--- src/rtl/recog_pkg.sv ---
// Shared types and constants for the digit-recognition frame sequencer.
// Optional build macro used by the sequencer: STABLE_RESULT_EN.
package recog_pkg;

    typedef enum logic [2:0] {
        IDLE    = 3'd0,
        WAIT_FS = 3'd1,
        PROJECT = 3'd2,
        CHECK   = 3'd3,
        RECOG   = 3'd4,
        CAPTURE = 3'd5,
        HOLD    = 3'd6
    } state_t;

    localparam logic [1:0] ERR_NONE    = 2'd0;
    localparam logic [1:0] ERR_TIMEOUT = 2'd1;
    localparam logic [1:0] ERR_COUNT   = 2'd2;

    // Last frame_cnt value of the feature phase; the next fs ends the pass.
    localparam logic [1:0] FRAME_FEATURE = 2'd2;

    // A detected count is usable when it is non-zero and fits the datapath.
    function automatic logic count_ok(input logic [3:0] v, input int unsigned max_v);
        return (v != 4'd0) && (32'(v) <= max_v);
    endfunction

endpackage

--- src/rtl/frame_edge_det.sv ---
// Registers vsync and produces a one-cycle frame-start pulse on its rising edge.
module frame_edge_det (
    input  logic clk,
    input  logic rst,
    input  logic vsync,
    output logic fs
);

    logic vs_d;

    always_ff @(posedge clk) begin
        if (rst) vs_d <= 1'b0;
        else     vs_d <= vsync;
    end

    assign fs = vsync & ~vs_d;

endmodule

--- src/rtl/recog_seq_ctrl.sv ---
// Frame sequencer: projection, count check, three-frame feature pass, result handshake.
// Build macro STABLE_RESULT_EN: repeat feature passes until two consecutive captures agree.
module recog_seq_ctrl
    import recog_pkg::*;
#(
    parameter int NUM_ROW        = 1,
    parameter int NUM_COL        = 3,
    parameter int NUM_WIDTH      = (NUM_ROW * NUM_COL * 4) - 1,
    parameter int TIMEOUT_FRAMES = 8
) (
    input  logic                 clk,
    input  logic                 rst,
    input  logic                 vsync,
    input  logic                 start,
    input  logic                 continuous,
    input  logic                 proj_done,
    input  logic [3:0]           det_rows,
    input  logic [3:0]           det_cols,
    input  logic [NUM_WIDTH:0]   digit_in,
    output logic                 proj_en,
    output logic                 project_done_flag,
    output logic [1:0]           frame_cnt,
    output logic [3:0]           num_row,
    output logic [3:0]           num_col,
    output logic [NUM_WIDTH:0]   result,
    output logic                 result_valid,
    input  logic                 result_ready,
    output logic                 busy,
    output logic [1:0]           err,
    output state_t               state_dbg
);

    // Handshake: result_valid rises with a new result and holds result stable;
    // a transfer happens on any cycle where result_valid & result_ready are both 1,
    // and result_valid drops on the following cycle. result_ready alone is ignored.

    localparam logic [7:0] TIMEOUT_VAL = 8'(TIMEOUT_FRAMES);

    logic fs;

    frame_edge_det u_edge (
        .clk   (clk),
        .rst   (rst),
        .vsync (vsync),
        .fs    (fs)
    );

    state_t             state, state_n;
    logic [7:0]         timer, timer_n;
    logic               pdf_n;
    logic [1:0]         frame_cnt_n;
    logic [3:0]         num_row_n, num_col_n;
    logic [NUM_WIDTH:0] result_n;
    logic               result_valid_n;
    logic [1:0]         err_n;
`ifdef STABLE_RESULT_EN
    logic [NUM_WIDTH:0] prev_val, prev_val_n;
    logic               prev_ok, prev_ok_n;
`endif

    always_ff @(posedge clk) begin
        if (rst) begin
            state             <= IDLE;
            timer             <= 8'd0;
            project_done_flag <= 1'b0;
            frame_cnt         <= 2'd0;
            num_row           <= 4'd0;
            num_col           <= 4'd0;
            result            <= '0;
            result_valid      <= 1'b0;
            err               <= ERR_NONE;
`ifdef STABLE_RESULT_EN
            prev_val          <= '0;
            prev_ok           <= 1'b0;
`endif
        end else begin
            state             <= state_n;
            timer             <= timer_n;
            project_done_flag <= pdf_n;
            frame_cnt         <= frame_cnt_n;
            num_row           <= num_row_n;
            num_col           <= num_col_n;
            result            <= result_n;
            result_valid      <= result_valid_n;
            err               <= err_n;
`ifdef STABLE_RESULT_EN
            prev_val          <= prev_val_n;
            prev_ok           <= prev_ok_n;
`endif
        end
    end

    always_comb begin
        state_n        = state;
        timer_n        = timer;
        pdf_n          = project_done_flag;
        frame_cnt_n    = frame_cnt;
        num_row_n      = num_row;
        num_col_n      = num_col;
        result_n       = result;
        result_valid_n = result_valid;
        err_n          = err;
`ifdef STABLE_RESULT_EN
        prev_val_n     = prev_val;
        prev_ok_n      = prev_ok;
`endif

        case (state)
            IDLE: begin
                if (start) begin
                    state_n = WAIT_FS;
                    err_n   = ERR_NONE;
                end
            end

            WAIT_FS: begin
                if (fs) begin
                    state_n = PROJECT;
                    timer_n = 8'd0;
`ifdef STABLE_RESULT_EN
                    prev_ok_n = 1'b0;
`endif
                end
            end

            PROJECT: begin
                if (fs && timer != 8'hFF) timer_n = timer + 8'd1;
                // proj_done takes priority over a timeout on the same cycle.
                if (proj_done) begin
                    state_n = CHECK;
                end else if (timer == TIMEOUT_VAL) begin
                    err_n   = ERR_TIMEOUT;
                    state_n = continuous ? WAIT_FS : IDLE;
                end
            end

            CHECK: begin
                if (count_ok(det_rows, NUM_ROW) && count_ok(det_cols, NUM_COL)) begin
                    num_row_n   = det_rows;
                    num_col_n   = det_cols;
                    pdf_n       = 1'b1;
                    frame_cnt_n = 2'd0;
                    state_n     = RECOG;
                end else begin
                    err_n   = ERR_COUNT;
                    state_n = continuous ? WAIT_FS : IDLE;
                end
            end

            RECOG: begin
                if (fs) begin
                    if (frame_cnt == FRAME_FEATURE) state_n = CAPTURE;
                    else                            frame_cnt_n = frame_cnt + 2'd1;
                end
            end

            CAPTURE: begin
                frame_cnt_n = 2'd0;
`ifdef STABLE_RESULT_EN
                if (prev_ok && digit_in == prev_val) begin
                    result_n       = digit_in;
                    result_valid_n = 1'b1;
                    pdf_n          = 1'b0;
                    state_n        = HOLD;
                end else begin
                    prev_val_n = digit_in;
                    prev_ok_n  = 1'b1;
                    state_n    = RECOG;
                end
`else
                result_n       = digit_in;
                result_valid_n = 1'b1;
                pdf_n          = 1'b0;
                state_n        = HOLD;
`endif
            end

            HOLD: begin
                if (result_valid && result_ready) begin
                    result_valid_n = 1'b0;
                    state_n        = continuous ? WAIT_FS : IDLE;
                end
            end

            default: state_n = IDLE;
        endcase
    end

    assign proj_en   = (state == PROJECT);
    assign busy      = (state != IDLE);
    assign state_dbg = state;

endmodule
--- config.mk ---
export PLATFORM = sky130hd
export DESIGN_NAME = recog_seq_ctrl
export DESIGN_NICKNAME = d
export VERILOG_FILES = /design/src/rtl/recog_pkg.sv /design/src/rtl/frame_edge_det.sv /design/src/rtl/recog_seq_ctrl.sv
export SDC_FILE = /design/constraint.sdc
export NUM_CORES = 1
export LEC_CHECK = 0
export ABC_AREA = 0
export BUFFER_PORTS_ARGS = -buffer_cell sky130_fd_sc_hd__clkbuf_2
export CAP_MARGIN = 20
export CORE_MARGIN = 3
export CORE_UTILIZATION = 40
export DETAILED_ROUTE_END_ITERATION = 7
export GPL_ROUTABILITY_DRIVEN = 0
export HOLD_SLACK_MARGIN = 0.08
export PLACE_DENSITY = 0.68
export SYNTH_ARGS = -nofsm -noshare
export SYNTH_HDL_FRONTEND = slang
export SYNTH_HIERARCHICAL = 1
export SYNTH_SLANG_ARGS = --single-unit
--- constraint.sdc ---
create_clock -name clk -period 1.6 [get_ports clk]
set_input_delay 0.32 -clock clk [delete_from_list [all_inputs] [get_ports clk]]
set_output_delay 0.32 -clock clk [all_outputs]
set_load 0.03 [all_outputs]
==> impl_metrics.toml, run 1 <==
[power_and_ir_drop]
finalPower_mw = 2.25
irDropWorstVdd_mv = 0.949
internal_power_mw = 1.61
pwr_density_cell_nw_per_um2 = 872
pwr-share-clk_pct = 29.7
switching_share_pct = 28.4
p_sw_mw = 0.639
p_leak_nw = 1.07
seqPwrFrac_pct = 44.2
combPwrFrac_pct = 26.1

[timing]
grt_setup_unrepaired = "true"
hold_violations = 0
timing.fmax_ghz = 0.614
max_slew_margin_pct = 65.3
fin_ws_ps = -27.8
clock_skew_ps = 5.25
worstMarginPinSlew_ps = 520
post-route-min-period_ps = 1630
fin_crit_sh_pct = 102
setup_viol = 1
drv_slew = 0

[global_route]
grt_pass1_vias = 1681
overflow = 0
antenna_found_initial = 0
met3_usage_pct = 6.20
grt_pass1_wl_mm = 7.52
grt_max_degree = 21
grt-busiest-layer = "met2"
met1_usage_pct = 23.0
use_met2_pct = 28.2
grtUsageTotal_pct = 17.9

[synth]
syn_area_per_cell_um2 = 8.49
synth-xor-area-share_pct = 0
synth.area.mux_share_pct = 2.79
ys_types = 44
syn_nets = 241
synth_top_area_share_pct = 42.5
synth_edf_count = 0
yosysTopAreaCell = "dfxtp_1"
yosys.area_share.adder_pct = 2.09
syn_area_um2 = 1790
yosysSeqAreaShare_pct = 42.5
synth_flop_cell = "dfxtp_1"
synth-compound-area-share_pct = 16.0
yosysWarnings = 6
synth_common_cells = "dfxtp_1 (38), nand2_1 (33), a21oi_1 (25), clkbuf_1 (9), nor2_1 (9)"
synthArstFlopShare_pct = 0
synth.most_common_cell = "dfxtp_1"
synthTopCellsByArea = "dfxtp_1 (42%), a21oi_1 (7.0%), nand2_1 (6.9%)"
ys_seq_elements = 38
synth_top_family_by_area = "simple AND/OR/NAND/NOR gates"
synthSimpleGateAreaFrac_pct = 32.5
syn_inst = 211

[clock_tree]
cts_tree = "built"
ctsHoldBuffers = 0
cts-buffers-inserted = 5
clk_pin_slew_worst_paths_ps = 70
clockBufferDepth = 2
cts.sinks = 38
clk_latency_ps = 280
cts-root-buf = "clkbuf_8"
h-tree-depth = 2

[die]
die_x_um = 72.9
initial_core_util_pct = 42.9
pin_count = 58
die_area_um2 = 5320
die_y_um = 72.9
row_count = 23
core-area_um2 = 4170

[worst_setup_path]
cp_max_fo = 6
worstSetupEndpointType = "output port"
criticalPathCategory = "reg2out"
critPathTopFamily = "simple AND/OR/NAND/NOR gates"
path_cells = "buf_6 -> or3_4 -> buf_8"
required_ps = 1280
crit_arrival_ps = 1310
cpPeakStageDelay_ps = 390
critical-path-slowest-cell = "or3_4"
path_buf_inv = 2
start_kind = "register"

[detailed_routing]
drtPass1Iterations = 4
drtIter0Drc = 33
vias = 1761
wl_per_cell_um = 13.8
ant_nets = 0
drc = 0
finalWirelength_mm = 4.77
vias_per_cell = 5.10

[layout]
diodes = 0
final_cells = 345
drive_above_1_share_pct = 43.1
post-route-util_pct = 61.8
fin_nets = 324
syn_to_final_growth_pct = 44.0

[placement]
dp.final_hpwl_mm = 3.37
port_buffers = 57
dp.cells = 330
place_ws_ps = -221

[run_status]
violations = "setup timing"
status = "finished with violations"

[run]
drv_cap = 0

[min_path]
min_path_type = "in2reg"
-- metal layers --
metal	routed length (um)	vias to the layer above
met4	24	0
li1	-	904
met5	0	-
met1	2090	815
met3	302	2
met2	2360	40
-- worst register-to-register path: stages (launching register included) --
cell	delay [ps]
dfxtp_4	400
buf_6	120
or2_2	160
nor4_4	50
buf_4	160
or4_1	490
a21oi_2	130
-- power groups by stage --
stage	Combinational, mW	Clock (mW)	Sequential (mW)
floorplan	0.240	0	1.03
global placement	0.442	0	1.01
detailed placement	0.445	0	1.01
CTS	0.529	0.690	0.989
global route	0.630	0.734	0.998
finish	0.587	0.668	0.995
-- cell usage in the layout (no fill, tap or decap), drive strengths merged, types with 7 or more instances in the layout --
master	instances
buf	31
clkbuf	63
a21oi	25
nand3	8
nand2	33
and2	7
inv	8
nand2b	7
nor2	9
dfxtp	38
-- flip-flops by register name (all words and copies together), names as in the netlist --
signal,cells
u_edge/vs_d,1
frame_cnt,2
timer,8
result_valid,1
num_row,4
num_col,4
state_dbg,3
result,12
err,2
project_done_flag,1
-- through the flow --
stage | hold WS [ps] | setup TNS (ps) | cell area [um2]
after floorplan | 384 | -229 | 1840
after global placement | 442 | -2200 | 2300
after detailed placement | 447 | -2330 | 2300
after CTS | 248 | -126 | 2480
after global routing | 249 | -426 | 2580
final | 256 | -27.8 | 2580
-- cell type report --
class | count | area (um2)
clock buffers | 7 | 86.3
clock inverters | 1 | 5.00
fillers | 368 | 1590
inverters | 8 | 30.0
multi-input cells | 154 | 1060
flip-flops and latches | 38 | 774
well taps | 50 | 62.6
repair buffers | 87 | 561
-- path summary, 6_finish.rpt --
path                                    from          to  slack [ps]  cells past startpoint
worst min-delay path            digit_in[11]  result[11]         260                      3
worst min register to register     result[5]   result[5]         460                      2
worst max-delay path            state_dbg[1]        busy         -30                      3
worst max register to register  state_dbg[0]    timer[4]          30                      6
-- cell families after synthesis --
kind of cell | count (synthesis)
AO/OA/AOI/OAI | 46
adder cells (fa/ha/maj) | 3
buffers and inverters | 19
flip-flops | 38
multiplexers | 5
AND/OR/NAND/NOR | 100
-- repair_timing --
action,in CTS,in global routing
setup buffers,5,2
pin swaps,1,6
gates resized for setup,8,24
setup endpoints to repair,4,29
Note: power is estimated with default switching activity, not from simulation.
==> run 2: changes to the inputs <==
CTS_BUF_LIST = sky130_fd_sc_hd__clkbuf_8   (was unset)
SYNTH_HIERARCHICAL = unset   (was 1)
==> impl_metrics.toml, run 2 <==
[clock_tree]
cts-root-buf = "clkbuf_8"
clockBufferDepth = 2
cts_tree = "built"
h-tree-depth = 2
cts.sinks = 38
ctsHoldBuffers = 0
clk_latency_ps = 300
clk_pin_slew_worst_paths_ps = 80
cts-buffers-inserted = 5

[synth]
synth_common_cells = "dfxtp_1 (38), nand2_1 (35), a21oi_1 (28), nor2_1 (13), inv_1 (9)"
synth.most_common_cell = "dfxtp_1"
yosysSeqAreaShare_pct = 42.6
yosysWarnings = 0
syn_area_per_cell_um2 = 8.46
synth_edf_count = 0
syn_area_um2 = 1780
yosysTopAreaCell = "dfxtp_1"
syn_inst = 211
synth_top_area_share_pct = 42.6
synthTopCellsByArea = "dfxtp_1 (43%), a21oi_1 (7.9%), nand2_1 (7.4%)"
syn_nets = 241
ys_seq_elements = 38
ys_types = 52
synthArstFlopShare_pct = 0
synth_flop_cell = "dfxtp_1"

[die]
core-area_um2 = 4140
pin_count = 58
die_area_um2 = 5300
die_y_um = 72.8
row_count = 23
die_x_um = 72.8
initial_core_util_pct = 43.1

[worst_setup_path]
criticalPathCategory = "reg2out"
crit_arrival_ps = 1330
r2r_start = "state_dbg[1]"
worstSetupEndpointType = "output port"
cp_max_fo = 8
required_ps = 1280
startpoint = "state_dbg[1]"
start_kind = "register"
ff2ff_setup_slack_ps = 10

[timing]
post-route-min-period_ps = 1650
max_slew_margin_pct = 70.7
fin_ws_ps = -47.3
timing.fmax_ghz = 0.607
hold_violations = 0
timing.hold.ws_ps = 234
setup_viol = 1
clock_skew_ps = 3.89
worstMarginPinSlew_ps = 439
fin_crit_sh_pct = 103
grt_setup_unrepaired = "true"
drv_slew = 0

[layout]
drive_above_1_share_pct = 40.4
fin_nets = 314
final_cells = 335
largest_register = "result"
reg.largest.list = "result (12), timer (8)"
syn_to_final_growth_pct = 37.7
nFillCells = 375
largest_register_ffs = 12
final_area_um2 = 2460
layout_commonest_cell = "clkbuf_2"
diodes = 0
final_cell_mix = "clkbuf_2 (56), nand2_1 (34), dfxtp_1 (30)"

[global_route]
grt_pass1_vias = 1526
grtUsageTotal_pct = 17.2
grt_max_degree = 16
overflow = 0
antenna_found_initial = 0
grt_pass1_wl_mm = 7.17

[min_path]
min_path_type = "in2reg"
worstHoldStart = "digit_in[9]"

[detailed_routing]
vias_per_cell = 5.13
wl_per_cell_um = 13.2
met2_length_mm = 2.06
top_layer = "met4"
ant_nets = 0
route.met3.wl_um = 254
route.layer.met1.wl_mm = 2.05
drc = 0
vias = 1719
finalWirelength_mm = 4.43
drtIter0Drc = 60
drtPass1Iterations = 4

[run_status]
violations = "setup timing"
status = "finished with violations"

[placement]
port_buffers = 57
dp.cells = 325
postPlaceCellArea_um2 = 2220
dp.final_hpwl_mm = 3.21

[power_and_ir_drop]
pwr_density_cell_nw_per_um2 = 959
finalPower_mw = 2.36
p_leak_nw = 1.02
irDropWorstVdd_mv = 0.645

[run]
drv_cap = 0
run 2: cell types whose count changed in the layout (fill, tap and decap cells not counted), moves of 3 or more:
| cell | delta |
|---|---|
| nand2b_1 | -5 |
| nor4_1 | -3 |
| mux2i_1 | -5 |
| o31ai_1 | +3 |
| dfxtp_2 | +3 |
| dfxtp_1 | -3 |
| buf_6 | -4 |
| nor2_1 | +3 |
| buf_4 | -4 |
| a21oi_1 | +3 |
run 2: area by class of cell:
type / instances / area, um2 / share of cell area (%)
Multi-Input combinational cell: 152 / 988 / 40.2
Sequential cell: 38 / 778 / 31.7
Timing Repair Buffer: 78 / 455 / 18.5
Clock buffer: 5 / 68.8 / 2.80
Clock inverter: 3 / 68.8 / 2.80
Tap cell: 50 / 62.6 / 2.55
Inverter: 9 / 33.8 / 1.38
run 2: report_power, final:
part           internal [mW]  total [mW]  switching [mW]  leakage (nW)
registers              0.963       0.990          0.0267         0.311
logic                  0.157       0.370           0.213         0.641
clock network          0.625       0.996           0.371        0.0683
run 2: what timing repair did:
action | 4_1_cts | 5_1_grt
setup buffers | 2 | 0
pin swaps | 2 | 3
resized for setup | 10 | 13
setup endpoints to repair | 9 | 11
run 2: metal layers:
metal	vias up	track usage, %
li1	892	-
met1	782	24.1
met5	-	0
met2	39	24.9
met4	0	5.53
met3	6	5.79
run 2: worst paths after layout:
kind                     to  depth (start not counted)
setup / recovery       busy                          5
hold reg to reg   result[8]                          2
hold / removal    result[9]                          3
setup reg to reg   timer[6]                          4
run 2: worst max-delay path, stage by stage, from the launching register on:
cell	delay, ps
dfxtp_4	380
buf_6	120
buf_4	160
inv_2	90
nand3_1	100
clkbuf_8	180
run 2: cells by family (layout without fill, tap and decap cells):
family	after synthesis	in the layout	synth area share, %
buffers and inverters	21	95	5.61
muxes	2	2	1.47
adders and majority gates	3	3	2.10
AOI/OAI and AO/OA	50	50	16.8
and+or+nand+nor	96	96	30.9
DFF	38	38	42.6
xor gates and xnor gates	1	1	0.491
run 2: through the flow:
stage                     setup WS (ps)  util [%]  setup TNS, ps
final                             -47.3      59.3          -47.3
after global routing               -127      59.3           -722
after CTS                         -54.1      58.0          -54.1
after detailed placement          -91.5      53.5           -177
after global placement            -20.5      53.5          -20.5
after floorplan                   -71.7         -          -71.7
==> run 3: changes to the inputs <==
ABC_AREA = unset   (was 0)
REMOVE_ABC_BUFFERS = 1   (was unset)
==> impl_metrics.toml, run 3 (synthesis results as in run 2) <==
[clock_tree]
h-tree-depth = 2
clk_latency_ps = 290
cts-root-buf = "clkbuf_8"
clk_pin_slew_worst_paths_ps = 70
cts.sinks = 38
cts_tree = "built"
clockBufferDepth = 2
cts-buffers-inserted = 5

[layout]
largest_register = "result"
register_area_um2 = 774
multi_input_area_um2 = 993
final_cells = 341
diodes = 0
nFillCells = 379
largest_register_ffs = 12
reg.largest.list = "result (12), timer (8)"
syn_to_final_growth_pct = 37.2
layout_commonest_cell = "clkbuf_2"
drive_above_1_share_pct = 42.6
fin_nets = 321
final_cell_mix = "clkbuf_2 (55), nand2_1 (34), dfxtp_1 (29)"

[die]
core-area_um2 = 4140
row_count = 23
die_y_um = 72.8
die_x_um = 72.8
pin_count = 58
die_area_um2 = 5300
initial_core_util_pct = 43.1

[timing]
timing.hold.ws_ps = 244
timing.fmax_ghz = 0.633
hold_violations = 0
fin_crit_sh_pct = 98.7
post-route-min-period_ps = 1580
drv_slew = 0
setup_viol = 0
clock_skew_ps = 4.98
grt_setup_unrepaired = "true"
worstMarginPinSlew_ps = 398
max_slew_margin_pct = 73.4

[worst_setup_path]
r2r_start = "state_dbg[1]"
worstSetupEndpointType = "register"
required_ps = 1780
start_kind = "register"
cpPeakStageDelay_ps = 370
criticalPathCategory = "reg2reg"
cp_max_fo = 9
path_buf_inv = 1
path_cells = "buf_6 -> and3b_1 -> and4_4 -> nor4_2 -> mux2_1"
critical-path-slowest-cell = "dfxtp_4"
critPathTopFamily = "simple AND/OR/NAND/NOR gates"
startpoint = "state_dbg[1]"
crit_arrival_ps = 1760
ff2ff_setup_slack_ps = 20

[power_and_ir_drop]
internal_power_mw = 1.44
p_leak_nw = 1.03
pwr-share-clk_pct = 30.7
pwr_density_cell_nw_per_um2 = 819
combPwrFrac_pct = 20.1
finalPower_mw = 2.01
seqPwrFrac_pct = 49.2
switching_share_pct = 28.4
irDropWorstVdd_mv = 0.548
p_sw_mw = 0.570

[detailed_routing]
vias_per_cell = 5.33
finalWirelength_mm = 4.51
ant_nets = 0
drtIter0Drc = 84
drc = 0
drtPass1Iterations = 4
wl_per_cell_um = 13.2
vias = 1819

[global_route]
grt_pass1_vias = 1684
grt_max_degree = 16
overflow = 0
grt_pass1_wl_mm = 7.18
grtUsageTotal_pct = 17.3
antenna_found_initial = 0

[placement]
dp.final_hpwl_mm = 3.38
port_buffers = 57
dp.cells = 333

[run_status]
status = "finished clean"

[run]
drv_cap = 0

[min_path]
worstHoldStart = "digit_in[4]"
min_path_type = "in2reg"
run 3: final timing paths:
kind / endpoint / cells after the start
max: err[0] / 5
min: result[4] / 3
max reg2reg: err[0] / 5
min reg2reg: result[3] / 2
run 3: layout make-up:
class | count | area share, %
clock buffer | 5 | 2.81
clock inverter | 2 | 0.409
inverter | 9 | 1.38
multi-input combinational | 152 | 40.6
sequential | 38 | 31.6
tap | 50 | 2.55
timing repair buffer | 85 | 20.6
run 3: repair_timing:
action                     4_1_cts  5_1_grt
pin swaps                        1        7
hold endpoints to repair         0        0
hold buffers                     0        0
buffers inserted                 0        1
resized for setup                9       22
setup endpoints to repair       10       11
run 3: metrics by stage:
step                setup WS (ps)  area (um2)  util (%)  setup TNS (ps)
floorplan                    -301        1720         -           -2800
detailed placement          -28.4        2270      54.7            -104
CTS                        -0.590        2380      57.4          -0.590
finish                       20.4        2450      59.1               0
global placement             8.24        2270      54.7               0
global route                -30.4        2450      59.1           -41.0
run 3: routing by layer:
layer | wire length (um) | global-route usage [%]
met5 | 0 | 0
met4 | 95 | 6.97
met3 | 263 | 4.68
met2 | 2180 | 28.0
met1 | 1970 | 21.7
run 3: power by group through the flow:
| stage | logic, mW | registers (mW) | clock network (mW) |
|---|---|---|---|
| floorplan | 0.164 | 1.04 | 0 |
| global placement | 0.359 | 0.999 | 0 |
| detailed placement | 0.363 | 1.00 | 0 |
| CTS | 0.381 | 0.980 | 0.639 |
| global route | 0.439 | 0.989 | 0.667 |
| finish | 0.404 | 0.987 | 0.616 |
run 3: worst min-delay path: stages:
cell	delay, ps
clkbuf_2	80
nand2_1	40
a21oi_1	50
